[src/rtl/ahb_split_slave_ctrl_if.sv]
// Bus-side signal bundle for the AHB split-capable slave response controller.
// The slave modport is the controller's view; the master modport is the bus/bench view.
interface ahb_split_slave_ctrl_if;
    logic        HSEL;
    logic [1:0]  HTRANS;
    logic        HREADY;
    logic [3:0]  HMASTER;
    logic        HMASTLOCK;
    logic        be_ready;
    logic        HREADYOUT;
    logic [1:0]  HRESP;
    logic [15:0] HSPLIT;
    logic        xfer_accept;
    logic [15:0] split_pending;

    modport slave (
        input  HSEL, HTRANS, HREADY, HMASTER, HMASTLOCK, be_ready,
        output HREADYOUT, HRESP, HSPLIT, xfer_accept, split_pending
    );

    modport master (
        output HSEL, HTRANS, HREADY, HMASTER, HMASTLOCK, be_ready,
        input  HREADYOUT, HRESP, HSPLIT, xfer_accept, split_pending
    );
endinterface

[src/rtl/ahb_split_slave_ctrl.sv]
// AHB slave response controller: zero-wait OKAY, two-cycle SPLIT, bounded locked waits ending in
// ERROR, and registered one-hot HSPLIT release of split masters, lowest index first.
module ahb_split_slave_ctrl #(
    parameter int unsigned NUM_MASTERS   = 16,
    parameter int unsigned LOCK_WAIT_MAX = 15
) (
    input logic                     HCLK,
    input logic                     HRESET,
    ahb_split_slave_ctrl_if.slave   bus
);

    typedef enum logic [2:0] {
        StIdle,
        StSplit1,
        StSplit2,
        StLwait,
        StErr1,
        StErr2
    } state_e;

    localparam logic [16:0] MaskWide   = (17'd1 << NUM_MASTERS) - 17'd1;
    localparam logic [15:0] MasterMask = MaskWide[15:0];
    localparam logic [7:0]  WaitLast   = 8'(LOCK_WAIT_MAX - 1);

    state_e      r_state;
    state_e      w_state_d;
    logic [7:0]  r_wait_cnt;
    logic [7:0]  w_wait_cnt_d;
    logic [15:0] r_pending;
    logic [15:0] w_pending_d;
    logic [15:0] r_hsplit;
    logic [15:0] w_hsplit_d;
    logic        r_hreadyout;
    logic        w_hreadyout_d;
    logic [1:0]  r_hresp;
    logic [1:0]  w_hresp_d;
    logic        r_xfer;
    logic        w_xfer_d;

    logic        w_valid_ap;
    logic [15:0] w_set;
    logic [15:0] w_clr;
    logic [15:0] w_lowest;

    assign w_valid_ap = bus.HSEL & bus.HTRANS[1] & bus.HREADY;
    // x & -x isolates the lowest set bit
    assign w_lowest   = r_pending & (~r_pending + 16'd1);

    always_comb begin
        w_state_d    = r_state;
        w_wait_cnt_d = r_wait_cnt;
        w_set        = '0;
        w_clr        = '0;
        w_xfer_d     = 1'b0;
        w_hsplit_d   = '0;
        unique case (r_state)
            StIdle: begin
                if (w_valid_ap) begin
                    if (bus.be_ready) begin
                        w_xfer_d = 1'b1;
                    end else if (!bus.HMASTLOCK) begin
                        w_state_d = StSplit1;
                        if (32'(bus.HMASTER) < NUM_MASTERS) begin
                            w_set[bus.HMASTER] = 1'b1;
                        end
                    end else begin
                        w_state_d    = StLwait;
                        w_wait_cnt_d = '0;
                    end
                end else if (bus.be_ready && (r_pending != '0)) begin
                    w_clr      = w_lowest;
                    w_hsplit_d = w_lowest;
                end
            end
            StSplit1: w_state_d = StSplit2;
            StSplit2: w_state_d = StIdle;
            StLwait: begin
                if (bus.be_ready) begin
                    w_state_d = StIdle;
                    w_xfer_d  = 1'b1;
                end else if (r_wait_cnt == WaitLast) begin
                    w_state_d = StErr1;
                end else begin
                    w_wait_cnt_d = r_wait_cnt + 8'd1;
                end
            end
            StErr1:  w_state_d = StErr2;
            StErr2:  w_state_d = StIdle;
            default: w_state_d = StIdle;
        endcase

        // Set is applied after clear so a same-cycle set always wins
        w_pending_d = ((r_pending & ~w_clr) | w_set) & MasterMask;

        w_hreadyout_d = 1'b1;
        w_hresp_d     = 2'b00;
        unique case (w_state_d)
            StIdle:   begin w_hreadyout_d = 1'b1; w_hresp_d = 2'b00; end
            StSplit1: begin w_hreadyout_d = 1'b0; w_hresp_d = 2'b11; end
            StSplit2: begin w_hreadyout_d = 1'b1; w_hresp_d = 2'b11; end
            StLwait:  begin w_hreadyout_d = 1'b0; w_hresp_d = 2'b00; end
            StErr1:   begin w_hreadyout_d = 1'b0; w_hresp_d = 2'b01; end
            StErr2:   begin w_hreadyout_d = 1'b1; w_hresp_d = 2'b01; end
            default:  begin w_hreadyout_d = 1'b1; w_hresp_d = 2'b00; end
        endcase
    end

    always_ff @(posedge HCLK) begin
        if (HRESET) begin
            r_state     <= StIdle;
            r_wait_cnt  <= '0;
            r_pending   <= '0;
            r_hsplit    <= '0;
            r_hreadyout <= 1'b1;
            r_hresp     <= 2'b00;
            r_xfer      <= 1'b0;
        end else begin
            r_state     <= w_state_d;
            r_wait_cnt  <= w_wait_cnt_d;
            r_pending   <= w_pending_d;
            r_hsplit    <= w_hsplit_d & MasterMask;
            r_hreadyout <= w_hreadyout_d;
            r_hresp     <= w_hresp_d;
            r_xfer      <= w_xfer_d;
        end
    end

    assign bus.HREADYOUT     = r_hreadyout;
    assign bus.HRESP         = r_hresp;
    assign bus.HSPLIT        = r_hsplit;
    assign bus.xfer_accept   = r_xfer;
    assign bus.split_pending = r_pending;

endmodule

[src/flat_wrapper.sv]
// flat-port wrapper written by rule: the top's interface ports become plain ports
module ahb_split_slave_ctrl_flat 
#(
    parameter int unsigned NUM_MASTERS   = 16,
    parameter int unsigned LOCK_WAIT_MAX = 15
)
  (HCLK, HRESET, bus_HSEL, bus_HTRANS, bus_HREADY, bus_HMASTER, bus_HMASTLOCK, bus_be_ready, bus_HREADYOUT, bus_HRESP, bus_HSPLIT, bus_xfer_accept, bus_split_pending);
  ahb_split_slave_ctrl_if bus_i ();
  input logic HCLK;
  input logic HRESET;
  input wire logic [$bits(bus_i.HSEL)-1:0] bus_HSEL;
  input wire logic [$bits(bus_i.HTRANS)-1:0] bus_HTRANS;
  input wire logic [$bits(bus_i.HREADY)-1:0] bus_HREADY;
  input wire logic [$bits(bus_i.HMASTER)-1:0] bus_HMASTER;
  input wire logic [$bits(bus_i.HMASTLOCK)-1:0] bus_HMASTLOCK;
  input wire logic [$bits(bus_i.be_ready)-1:0] bus_be_ready;
  output wire logic [$bits(bus_i.HREADYOUT)-1:0] bus_HREADYOUT;
  output wire logic [$bits(bus_i.HRESP)-1:0] bus_HRESP;
  output wire logic [$bits(bus_i.HSPLIT)-1:0] bus_HSPLIT;
  output wire logic [$bits(bus_i.xfer_accept)-1:0] bus_xfer_accept;
  output wire logic [$bits(bus_i.split_pending)-1:0] bus_split_pending;
  assign bus_i.HSEL = bus_HSEL;
  assign bus_i.HTRANS = bus_HTRANS;
  assign bus_i.HREADY = bus_HREADY;
  assign bus_i.HMASTER = bus_HMASTER;
  assign bus_i.HMASTLOCK = bus_HMASTLOCK;
  assign bus_i.be_ready = bus_be_ready;
  assign bus_HREADYOUT = bus_i.HREADYOUT;
  assign bus_HRESP = bus_i.HRESP;
  assign bus_HSPLIT = bus_i.HSPLIT;
  assign bus_xfer_accept = bus_i.xfer_accept;
  assign bus_split_pending = bus_i.split_pending;
  ahb_split_slave_ctrl #(.NUM_MASTERS(NUM_MASTERS), .LOCK_WAIT_MAX(LOCK_WAIT_MAX)) u_core (.HCLK(HCLK), .HRESET(HRESET), .bus(bus_i));
endmodule
[config.mk]
export PLATFORM = sky130hd
export DESIGN_NAME = ahb_split_slave_ctrl_flat
export DESIGN_NICKNAME = d
export VERILOG_FILES = /design/src/rtl/ahb_split_slave_ctrl_if.sv /design/src/rtl/ahb_split_slave_ctrl.sv /design/src/flat_wrapper.sv
export SDC_FILE = /design/constraint.sdc
export NUM_CORES = 1
export LEC_CHECK = 0
export CORE_MARGIN = 2
export CORE_UTILIZATION = 53
export DETAILED_ROUTE_END_ITERATION = 10
export PLACE_DENSITY = 0.84
export SLEW_MARGIN = 10
export SYNTH_ARGS = -nofsm -noshare
export SYNTH_HDL_FRONTEND = slang
export SYNTH_SLANG_ARGS = --single-unit
export TNS_END_PERCENT = 30
[constraint.sdc]
create_clock -name HCLK -period 2.8 [get_ports HCLK]
set_clock_uncertainty 0.2 [all_clocks]
set_input_delay 0.84 -clock HCLK [delete_from_list [all_inputs] [get_ports HCLK]]
set_output_delay 0.84 -clock HCLK [all_outputs]
set_load 0.01 [all_outputs]
==> impl_metrics.json <==
{
  "status": "finished clean",
  "total_power_mw": 1.21,
  "die_width_um": 67.4,
  "synth_top_area_share_pct": 44.2,
  "drc_errors": 0,
  "vias": 1968,
  "synth_cells": 225,
  "io_buffers": 46,
  "hold_viol_final": 0,
  "syn_area_per_cell_um2": 9.46,
  "cts_root_buffer": "clkbuf_8",
  "synthTopCellsByArea": "dfxtp_1, a2111o_1, a21oi_1",
  "synth_xor_xnor_area_share_pct": 0,
  "gr-total-overflow": 0,
  "firstDrtPassIters": 4,
  "rows": 23,
  "core_um2": 3940,
  "synth_top_family_by_area": "simple AND/OR/NAND/NOR gates",
  "crit_chain": "clkdlybuf4s50_1",
  "maxCapViolations": 0,
  "slowest_stage": "clkdlybuf4s50_1",
  "grt_setup_unrepaired": "no",
  "switching_share_pct": 23.3,
  "grtUsageMet2_pct": 40.7,
  "fin_crit_sh_pct": 86.7,
  "synth_nets": 239,
  "dieArea_um2": 4540,
  "initial_utilization_pct": 54.0,
  "synthSimpleGateAreaFrac_pct": 29.2,
  "power_switching_mw": 0.282,
  "synth_area_leader_cell": "dfxtp_1",
  "endpoint_kind": "output pin",
  "cts_resized": 0,
  "finalSetupTns_ns": 0,
  "max_slew.worst_pin.slew_ns": 0.484,
  "internal_power_mw": 0.929,
  "path_class": "flop to output pin",
  "fin_crit_ns": 2.43,
  "setup_violations": 0,
  "drive_gt1_share_pct": 12.4,
  "layout_setup_ws_ns": 0.372,
  "wl_per_cell_um": 15.6,
  "clockBufferDepth": 2,
  "synth-adder-area-share_pct": 1.18,
  "fmax_mhz": 412,
  "post-cts-setup-buffers": 0,
  "grt_max_degree": 20,
  "dp_hpwl_um": 3600,
  "grt_pass1_wl_um": 8100,
  "wl_um": 5040,
  "clockPowerShare_pct": 37.7,
  "critPathMaxFanout": 7,
  "synth-seq-cells": 47,
  "grt-busiest-layer": "met2",
  "cts_tree": "built",
  "hold_buffers": 0,
  "relSlewSlack_pct": 67.5,
  "grt_pass1_vias": 1761,
  "clkSinkCount": 47,
  "synth_warnings": 0,
  "vias_per_cell": 6.07,
  "critPathBufInv": 1,
  "gr-usage-met3_pct": 6.00,
  "ys_top_cells_by_count": "dfxtp_1, nand2_1, a21oi_1",
  "clk_pin_slew_ns": 0.09,
  "utilization_pct": 69.9,
  "yosysMostFrequentCell": "dfxtp_1",
  "cts_inserted_buffers": 5,
  "track_usage_pct": 23.6,
  "ir_worst_vdd_uv": 339,
  "hold_class": "flop to flop",
  "power.density_nw_per_um2": 440,
  "seq_area_frac_synth_pct": 44.2,
  "yosys-mux-area-fraction_pct": 0,
  "dp_slack_ns": 0.0589,
  "grtUsageMet1_pct": 27.5,
  "ant_nets": 0,
  "rrSetupSlack_ns": 0.83,
  "worstPathRequired_ns": 1.76,
  "worst_path_largest_cell_delay_ns": 0.60,
  "ioPinCount": 48,
  "drt_iter0_drc": 151,
  "crit_path_start_kind": "flop",
  "synth_area_um2": 2130,
  "cellLeakagePower_nw": 0.966,
  "place.gp.congestion": 0.791,
  "synthArstFlopShare_pct": 0,
  "synth-edff-count": 0,
  "arrival_ns": 1.39,
  "antenna_found_initial": 0,
  "pwr-share-comb_pct": 6.7,
  "cts.htree.levels": 2,
  "synthDistinctLibCells": 55,
  "nNetsFinal": 287,
  "p_seq_share_pct": 55.6,
  "final_max_slew_viol_count": 0,
  "crit_family": "buffers and inverters",
  "synthFlopType": "dfxtp_1",
  "synth-compound-area-share_pct": 20.4,
  "clock_latency_ns": 0.31,
  "diodes": 0,
  "area_growth_syn_to_layout_pct": 29.4,
  "die_h_um": 67.4
}
kinds of logic after synthesis:
group                      after synthesis
AOI/OAI and AO/OA                       60
adders and majority gates                2
buffers and inverters                   24
DFF                                     47
and+or+nand+nor                         92
cell usage in the layout (no fill, tap or decap), drive strengths merged, types with 3 or more instances in the layout:
cell / count
nand2: 15
nor3: 6
o22ai: 3
nand3: 11
and4b: 3
o2111ai: 4
nor3b: 3
o21ai: 10
o311ai: 3
a21oi: 13
clkbuf: 7
inv: 10
or3: 6
dfxtp: 47
buf: 9
and3: 6
o31ai: 3
a211oi: 4
o211ai: 3
nand4: 5
clkdlybuf4s50: 46
a2111o: 6
nor2: 10
nand2b: 3
nor4: 9
worst paths after layout:
kind | depth (start not counted) | startpoint | to
setup reg to reg | 4 | u_core.bus.split_pending[4] | u_core.bus.HSPLIT[13]
hold / removal | 2 | u_core.r_wait_cnt[3] | u_core.r_wait_cnt[3]
setup / recovery | 1 | u_core.bus.split_pending[0] | bus_split_pending[0]
hold reg to reg | 2 | u_core.r_wait_cnt[3] | u_core.r_wait_cnt[3]
state kept, by name, summed over array words and instances, names as in the netlist:
register	cells
u_core.bus.xfer_accept	1
u_core.bus.HREADYOUT	1
u_core.bus.split_pending	16
u_core.bus.HSPLIT	16
u_core.r_wait_cnt	8
u_core.bus.HRESP	2
u_core.r_state	3
routing by layer:
layer	vias up	wire length [um]
li1	965	-
met1	924	2140
met2	65	2570
met3	14	254
met4	0	84
met5	-	0
through the flow:
step	area [um^2]	hold slack, ns	instances
floorplan	2130	0.244	225
global placement	2650	0.263	316
detailed placement	2650	0.274	316
CTS	2750	0.282	324
global route	2750	0.292	324
finish	2750	0.281	324
final cells by class:
type                            count  area (um^2)
Fill cell                         312         1190
Clock buffer                        7         96.3
Timing Repair Buffer               55          528
Clock inverter                      1         7.51
Sequential cell                    47          941
Multi-Input combinational cell    154         1080
Inverter                           10         37.5
Tap cell                           50         62.6
power groups by stage:
stage / combinational (mW) / clock (mW) / sequential, mW
after CTS: 0.0805 / 0.461 / 0.673
after detailed placement: 0.0799 / 0 / 0.689
after global routing: 0.0873 / 0.485 / 0.673
final: 0.0813 / 0.457 / 0.673
after floorplan: 0.0418 / 0 / 0.688
after global placement: 0.0783 / 0 / 0.689
No activity file was read; power rests on OpenSTA's default activity.
